### config.mk
export PLATFORM = sky130hd
export DESIGN_NAME = hyperbus_burst_splitter
export DESIGN_NICKNAME = d
export VERILOG_FILES = /design/src/rtl/hyperbus_pkg.sv /design/src/rtl/hyperbus_burst_splitter.sv
export SDC_FILE = /design/constraint.sdc
export NUM_CORES = 1
export LEC_CHECK = 0
export BUFFER_PORTS_ARGS = -buffer_cell sky130_fd_sc_hd__clkbuf_2
export CAP_MARGIN = 20
export CORE_MARGIN = 3
export CORE_UTILIZATION = 23
export CTS_CLUSTER_DIAMETER = 40
export DETAILED_ROUTE_END_ITERATION = 12
export PLACE_DENSITY = 0.46
export SLEW_MARGIN = 0
export SYNTH_ARGS = -nofsm -noshare
export SYNTH_HDL_FRONTEND = slang
export SYNTH_SLANG_ARGS = --single-unit
export TNS_END_PERCENT = 30
### constraint.sdc
create_clock -name clk_i -period 9.4 [get_ports clk_i]
set_input_delay 0.47 -clock clk_i [delete_from_list [all_inputs] [get_ports clk_i]]
set_output_delay 0.47 -clock clk_i [all_outputs]
set_load 0.02 [all_outputs]
### src/rtl/hyperbus_pkg.sv
// ============================================================================
// hyperbus_pkg : shared types and helpers for the HyperBus burst splitter
// Rev 1.0
// ============================================================================
`default_nettype none

package hyperbus_pkg;

    localparam int C_ADDR_WIDTH           = 32;
    localparam int C_LEN_WIDTH            = 16;
    localparam int C_NUM_CHIPS            = 2;
    localparam int C_CHIP_SIZE_LOG2       = 23;
    localparam int C_MAX_BURST_WORDS      = 256;
    localparam int C_CHIP_WORD_ADDR_WIDTH = C_CHIP_SIZE_LOG2 - 1;

    typedef struct packed {
        logic [C_NUM_CHIPS-1:0]            cs;
        logic [C_CHIP_WORD_ADDR_WIDTH-1:0] addr;
        logic [C_LEN_WIDTH-1:0]            len;
        logic                              write;
        logic                              last;
    } tf_t;

    function automatic logic [C_LEN_WIDTH-1:0] min3(
        input logic [C_LEN_WIDTH-1:0] a,
        input logic [C_LEN_WIDTH-1:0] b,
        input logic [C_LEN_WIDTH-1:0] c
    );
        logic [C_LEN_WIDTH-1:0] m;
        m = (a < b) ? a : b;
        return (m < c) ? m : c;
    endfunction

endpackage

`default_nettype wire

### src/rtl/hyperbus_burst_splitter.sv
// ============================================================================
// hyperbus_burst_splitter : splits linear word bursts into PHY transfers that
// never cross a chip boundary nor exceed the programmed burst limit.
// Rev 1.0
// ============================================================================
`default_nettype none

module hyperbus_burst_splitter
    import hyperbus_pkg::*;
#(
    parameter int ADDR_WIDTH      = C_ADDR_WIDTH,
    parameter int LEN_WIDTH       = C_LEN_WIDTH,
    parameter int NUM_CHIPS       = C_NUM_CHIPS,
    parameter int CHIP_SIZE_LOG2  = C_CHIP_SIZE_LOG2,
    parameter int MAX_BURST_WORDS = C_MAX_BURST_WORDS
) (
    input  logic                      clk_i,
    input  logic                      rst_ni,
    input  logic [LEN_WIDTH-1:0]      cfg_max_words_i,
    input  logic                      req_valid_i,
    output logic                      req_ready_o,
    input  logic [ADDR_WIDTH-1:0]     req_addr_i,
    input  logic [LEN_WIDTH-1:0]      req_len_i,
    input  logic                      req_write_i,
    output logic                      tf_valid_o,
    input  logic                      tf_ready_i,
    output logic [NUM_CHIPS-1:0]      tf_cs_o,
    output logic [CHIP_SIZE_LOG2-2:0] tf_addr_o,
    output logic [LEN_WIDTH-1:0]      tf_len_o,
    output logic                      tf_write_o,
    output logic                      tf_last_o,
    output logic                      busy_o
);

    localparam int c_WORD_ADDR_WIDTH = ADDR_WIDTH - 1;
    localparam int c_CWA_WIDTH       = CHIP_SIZE_LOG2 - 1;
    localparam int c_CHIP_IDX_WIDTH  = (NUM_CHIPS > 1) ? $clog2(NUM_CHIPS) : 1;
    localparam logic [CHIP_SIZE_LOG2-1:0] c_CHIP_WORDS = {1'b1, {c_CWA_WIDTH{1'b0}}};

    localparam logic [0:0] c_S_IDLE  = 1'b0;
    localparam logic [0:0] c_S_SPLIT = 1'b1;

    logic [0:0]                   r_state;
    logic [c_WORD_ADDR_WIDTH-1:0] r_word_addr;
    logic [LEN_WIDTH-1:0]         r_remaining;
    logic [LEN_WIDTH-1:0]         r_limit;
    logic                         r_write;

    logic                         w_split;
    logic [c_CHIP_IDX_WIDTH-1:0]  w_chip_idx;
    logic [CHIP_SIZE_LOG2-1:0]    w_to_boundary;
    logic [LEN_WIDTH-1:0]         w_boundary_len;
    logic [LEN_WIDTH-1:0]         w_len;
    logic                         w_unused_addr_lsb;
    tf_t                          w_tf;

    assign w_split           = (r_state == c_S_SPLIT);
    assign w_unused_addr_lsb = req_addr_i[0];

    // Chip index bits sit just above the chip-relative word address; upper bits wrap.
    if (NUM_CHIPS > 1) begin : g_multi_chip
        assign w_chip_idx = r_word_addr[c_CWA_WIDTH +: c_CHIP_IDX_WIDTH];
    end else begin : g_single_chip
        assign w_chip_idx = '0;
    end

    assign w_to_boundary = c_CHIP_WORDS - {1'b0, r_word_addr[c_CWA_WIDTH-1:0]};

    // The distance to the boundary can exceed the length range; saturate before the min.
    if (CHIP_SIZE_LOG2 > LEN_WIDTH) begin : g_boundary_sat
        assign w_boundary_len = (|w_to_boundary[CHIP_SIZE_LOG2-1:LEN_WIDTH]) ? '1
                                                                              : w_to_boundary[LEN_WIDTH-1:0];
    end else begin : g_boundary_ext
        assign w_boundary_len = LEN_WIDTH'(w_to_boundary);
    end

    assign w_len = min3(r_remaining, r_limit, w_boundary_len);

    assign w_tf.cs    = w_split ? (NUM_CHIPS'(1) << w_chip_idx) : '0;
    assign w_tf.addr  = w_split ? r_word_addr[c_CWA_WIDTH-1:0] : '0;
    assign w_tf.len   = w_split ? w_len : '0;
    assign w_tf.write = w_split & r_write;
    assign w_tf.last  = w_split & (w_len == r_remaining);

    assign req_ready_o = ~w_split;
    assign busy_o      = w_split;
    assign tf_valid_o  = w_split;
    assign tf_cs_o     = w_tf.cs;
    assign tf_addr_o   = w_tf.addr;
    assign tf_len_o    = w_tf.len;
    assign tf_write_o  = w_tf.write;
    assign tf_last_o   = w_tf.last;

    always_ff @(posedge clk_i or negedge rst_ni) begin
        if (!rst_ni) begin
            r_state     <= c_S_IDLE;
            r_word_addr <= '0;
            r_remaining <= '0;
            r_limit     <= '0;
            r_write     <= 1'b0;
        end else begin
            case (r_state)
                c_S_IDLE: begin
                    // Zero-length requests are consumed without leaving IDLE.
                    if (req_valid_i && (req_len_i != '0)) begin
                        r_word_addr <= req_addr_i[ADDR_WIDTH-1:1];
                        r_remaining <= req_len_i;
                        r_write     <= req_write_i;
                        r_limit     <= (cfg_max_words_i == '0) ? LEN_WIDTH'(MAX_BURST_WORDS)
                                                               : cfg_max_words_i;
                        r_state     <= c_S_SPLIT;
                    end
                end
                c_S_SPLIT: begin
                    if (tf_ready_i) begin
                        r_word_addr <= r_word_addr + c_WORD_ADDR_WIDTH'(w_len);
                        r_remaining <= r_remaining - w_len;
                        if (w_tf.last) begin
                            r_state <= c_S_IDLE;
                        end
                    end
                end
                default: r_state <= c_S_IDLE;
            endcase
        end
    end

endmodule

`default_nettype wire

======== Yosys cells after proc, flatten, opt, wreduce, memory -nomap -nowiden ========
Cells that the tools add are included.
word-level totals
  flip-flop bits (word level) ............. 65
  bits of input ports ..................... 69
  output and inout bits ................... 45
operators by class
  add/subtract/negate cells ............... 3
  magnitude comparators ................... 2
  eq/ne operators ......................... 3
  shift-type cells ........................ 1
  multiplexer cells ....................... 17
  bitwise operators ....................... 3
  reductions and logical operators ........ 6
operators by type and width
  cell                                                 number
  2-to-1 mux 16 bit                                    7
  2-to-1 mux 31 bit                                    2
  case mux 31 bit (2 select lines)                     1
  less-than comparator 16 bit                          2
  case mux 16 bit (2 select lines)                     1
  adder 31 x 16 -> 31 bit                              1
  subtractor 23 x 22 -> 23 bit (first input constant)  1
  2-to-1 mux 22 bit                                    1
  == test 16 bit                                       1
  logical NOT 16 bit                                   1
  nonzero test 16 bit                                  1
  subtractor 16 bit                                    1
  OR reduction 7 bit                                   1
  AND reduction 2 bit                                  2
  2-to-1 mux 1 bit                                     3
  bitwise AND 1 bit                                    2
  2-to-1 mux 2 bit                                     1
  != test 2 x 1 -> 1 bit (second input constant)       1
  != test 2 bit (second input constant)                1
  case mux 1 bit (2 select lines)                      1
  left shift 1 x 1 -> 2 bit (first input constant)     1
  logical AND 1 bit                                    1
  NOT 1 bit                                            1

======== Depth between registers and ports, before layout ========
  depth after elaboration ................. 10
  gate-level depth with buffers ........... 31
  gate-level depth less buffers ........... 29

======== Worst setup path after synthesis ========
OpenSTA, ideal clock, no wires.
  kind .................................... flip-flop to flip-flop
  start point ............................. register r_remaining[15]
  end point ............................... register r_remaining[15]
  arrival time ............................ 6433 ps
  data required time ...................... 9267 ps
  path slack .............................. 2834 ps
  stages on the path, launching flop included .. 30
  path buffers ............................ 2
  period minus slack after synthesis ...... 6566 ps
  path through ............................ dfrtp_1 > ha_1 > nand4_1 > nor3_1 > o2111ai_1 > nand2_1 > clkbuf_1 > mux2i_1 > inv_1 > ha_1 > a21oi_1 > o21ai_0 > a221oi_1 > nand3_1 > o21ai_0 > a31oi_4 > buf_2 > mux2i_1 > inv_1 > ha_1 > nor2b_1 > o31ai_1 > a21oi_1 > a211oi_1 > o2bb2ai_1 > o21ai_0 > a31oi_1 > xor2_1 > mux2i_1 > a21oi_1
on the way
  cells in the longest elaborated chain, start to end .. 7
ends and longest elaborated chain
  element                             line                            source
  start: declaration                  hyperbus_burst_splitter.sv:45   logic [LEN_WIDTH-1:0] r_remaining;
  start signal: assignment            hyperbus_burst_splitter.sv:107  r_remaining <= req_len_i;
  start signal: assignment            hyperbus_burst_splitter.sv:117  r_remaining <= r_remaining - w_len;
  less-than comparator 16 bit         hyperbus_pkg.sv:30              m = (a < b) ? a : b;
  2-to-1 mux 16 bit                   hyperbus_pkg.sv:30
  less-than comparator 16 bit         hyperbus_pkg.sv:31              return (m < c) ? m : c;
  2-to-1 mux 16 bit                   hyperbus_pkg.sv:31
  subtractor 16 bit *                 hyperbus_burst_splitter.sv:117
  2-to-1 mux 16 bit *                 hyperbus_burst_splitter.sv:115  if (tf_ready_i) begin
  case mux 16 bit (2 select lines) *  hyperbus_burst_splitter.sv:102  case (r_state)
Mark *: on every way between the ends. The rest lies on a longest branch, timed or not. The select of a mux whose other input is x is not followed.
A chain may end at the register's enable or synchronous reset.

======== Final worst setup path ========
Ends and elaborated chain as after synthesis.

==> flow_metrics.tcl <==
set metrics [dict create \
    ios 114 \
    layout-area-overhead-vs-synth_pct 20.1 \
    cp_max_fo 16 \
    grt-ovfl-total 0 \
    post-synth-top-area-fraction_pct 24.4 \
    clk-insertion-delay-late_ps 340 \
    max_cap_violations 0 \
    start_util_pct 23.7 \
    cp.required_ps 9580 \
    holdWs_ps 317 \
    buffer_ports.inserted 104 \
    drt_first_pass_iters 5 \
    post_cts_resize_count 0 \
    cts_root_buffer "sky130_fd_sc_hd__clkbuf_16" \
    clock_sinks 57 \
    filler_cell_count 2736 \
    fin_worst_skew_ps 10.9 \
    wl_per_cell_um 16.0 \
    clkTransAtPathRegs_ps 50 \
    tritoncts "built" \
    clockBufferDepth 2 \
    groute.usage.overall_pct 13.8 \
    dp_hpwl_um 14600 \
    yosysTopAreaCell "sky130_fd_sc_hd__dfrtp_1" \
    run_status "finished, final reports clean" \
    floorplan.rows 57 \
    worstReg2RegEnd "r_remaining[15]$_DFFE_PN0P_" \
    antenna_violating_nets_post_route 0 \
    synthesis.area_per_instance_um2 7.93 \
    worst-endpoint-arrival_ps 8210 \
    unrepaired_setup_endpoints_after_global_routing "no" \
    max_stage_delay_ps 650 \
    synth_area_leaders "sky130_fd_sc_hd__dfrtp_1 24%, sky130_fd_sc_hd__ha_1 14%, sky130_fd_sc_hd__mux2i_1 8.2%" \
    grt_pass1_vias 5242 \
    maxSlewHeadroom_pct 44.9 \
    totalNegativeSetupSlack_ps 0 \
    synth_cells 736 \
    antenna_found_initial 0 \
    clock.fmax_mhz 125 \
    regToRegSetupSlack_ps 1370 \
    core_region_area_um2 24600 \
    grt_start_max_net_pins 58 \
    mappedNetlistNets 871 \
    critical_path.endpoint_type "flip-flop" \
    drt_iter0_markers 288 \
    synth_warnings 0 \
    r2r_cells 27 \
    async_reset_ff_share_pct 100 \
    utilization_pct 28.5 \
    die_w_um 165 \
    vias_per_cell 4.65 \
    hp-class "in2async" \
    holdBufCountCts 0 \
    number_of_distinct_library_cells_after_synthesis 63 \
    syn_area_um2 5840 \
    antenna_diode_instance_count 0 \
    h_tree_levels 3 \
    final_critical_delay_including_setup_and_external_delays_ps 8030 \
    drc_errors 0 \
    first_pass_grt_wire_length_um 28700 \
    numCtsBuffers 9 \
    setup_viol 0 \
    routed-via-count 5369 \
    final_layout_size_suffix_gt1_share_pct 17.6 \
    final_cycle_share_pct 85.4 \
    worst_setup_path_start_kind "flip-flop" \
    drv_slew 0 \
    synth_enable_flop_cells 0 \
    final_nets 961 \
    dieArea_um2 27300 \
    gpl.final_weighted_congestion 0.829 \
    critPathKind "reg2reg" \
    ys_seq_elements 57 \
    route.final.wire_length_um 18500 \
    slew_at_the_pin_closest_to_its_max_slew_limit_ps 826 \
    reg2reg_from "r_remaining[15]$_DFFE_PN0P_" \
    final_hold_viol_count 0 \
    synth_ff_type "sky130_fd_sc_hd__dfrtp_1" \
    synth_seq_area_share_pct 24.4 \
    die_h_um 165 \
    postCtsSetupRepairBufs 0 \
    critical_path.slowest_cell "sky130_fd_sc_hd__nand2_1" \
]
[cells in the mapped netlist (all sizes together), types with 3 or more instances]
library cell and n:
or3 4, ha 64, nand2 73, nand4 10, a21o 13, or2 5, nand3 13, buf 5
xor2 10, a311oi 3, nor2 71, mux2i 50, and3 7, nor4 12, a211oi 5, inv 62
o21a 13, o21ai 67, dfrtp 57, a31oi 8, clkbuf 25, and2 24, a21oi 55, xnor2 18
nor3 18, nor2b 6, nand2b 4, o22ai 3
[critical path, delay by kind of cell, from the launching register on]
| family | cells | cell delay, ps |
|---|---|---|
| AOI/OAI and AO/OA | 13 | 3380 |
| xor gates and xnor gates | 1 | 190 |
| adders and majority gates | 3 | 1000 |
| buffers and inverters | 2 | 210 |
| DFF | 1 | 440 |
| muxes | 3 | 1120 |
| and+or+nand+nor | 5 | 1520 |
[stage by stage]
stage / area [um^2] / worst slack (ps) / std cells
after floorplan: 5840 / 2830 / 736
after global placement: 6690 / 1510 / 1139
after detailed placement: 6690 / 1450 / 1139
after CTS: 7010 / 1400 / 1155
after global routing: 7010 / 672 / 1155
final: 7010 / 1370 / 1155
[state kept, by name (all words and copies together), names as in the netlist]
register	cells
r_remaining	16
r_word_addr	23
r_write	1
r_limit	16
busy_o	1
[final cells by class]
cell class                 instances  area (um^2)  area share, %
clock buffer                      12          267           3.80
clock inverter                     4         50.0          0.714
timing repair buffer             109          558           7.96
sequential                        57         1430           20.4
tap                              324          405           5.78
inverter                          63          236           3.37
multi-input combinational        586         4070           58.0
[worst max-delay path by stage]
stage / start / to / depth (start not counted)
detailed placement: r_remaining[15]$_DFFE_PN0P_ / r_remaining[15]$_DFFE_PN0P_ / 27
global placement: r_remaining[15]$_DFFE_PN0P_ / r_remaining[15]$_DFFE_PN0P_ / 27
finish: r_remaining[15]$_DFFE_PN0P_ / r_remaining[15]$_DFFE_PN0P_ / 27
global route: r_remaining[15]$_DFFE_PN0P_ / r_remaining[15]$_DFFE_PN0P_ / 27
floorplan: r_remaining[15]$_DFFE_PN0P_ / r_remaining[15]$_DFFE_PN0P_ / 29
CTS: r_remaining[15]$_DFFE_PN0P_ / r_remaining[15]$_DFFE_PN0P_ / 27
[cell usage in the layout, fill, tap and decap left out, types with 5 or more instances in the layout]
master and instances:
sky130_fd_sc_hd__a211oi_1 5, sky130_fd_sc_hd__nand3_1 13, sky130_fd_sc_hd__xnor2_1 18, sky130_fd_sc_hd__a21o_1 13
sky130_fd_sc_hd__nor2b_1 6, sky130_fd_sc_hd__ha_1 64, sky130_fd_sc_hd__nor4_1 10, sky130_fd_sc_hd__nor3_1 17
sky130_fd_sc_hd__clkbuf_16 9, sky130_fd_sc_hd__and2_1 24, sky130_fd_sc_hd__nand4_1 9, sky130_fd_sc_hd__dfrtp_1 56
sky130_fd_sc_hd__and3_1 7, sky130_fd_sc_hd__o21ai_0 65, sky130_fd_sc_hd__a31oi_1 7, sky130_fd_sc_hd__xor2_1 10
sky130_fd_sc_hd__clkbuf_2 104, sky130_fd_sc_hd__a21oi_1 54, sky130_fd_sc_hd__inv_1 62, sky130_fd_sc_hd__buf_4 5
sky130_fd_sc_hd__mux2i_1 48, sky130_fd_sc_hd__nand2_1 73, sky130_fd_sc_hd__nor2_1 69, sky130_fd_sc_hd__o21a_1 13
[routing by layer]
| metal | vias up | global-route usage, % | wire [um] |
|---|---|---|---|
| li1 | 2774 | - | - |
| met1 | 2472 | 19.4 | 9220 |
| met2 | 112 | 21.6 | 8220 |
| met3 | 11 | 2.79 | 877 |
| met4 | 0 | 3.16 | 180 |
| met5 | - | 0 | 0 |
[kinds of logic after synthesis]
| logic type | share of synthesized area, % |
|---|---|
| flip-flops | 24.4 |
| AO/OA/AOI/OAI | 19.7 |
| multiplexers | 9.39 |
| AND/OR/NAND/NOR | 21.7 |
| buffers and inverters | 6.09 |
| XOR/XNOR | 4.20 |
| adder cells (fa/ha/maj) | 14.4 |
Power is left out: the tool's default activity adds up to more than one toggle a clock period on the data nets, which glitch-free logic cannot reach.
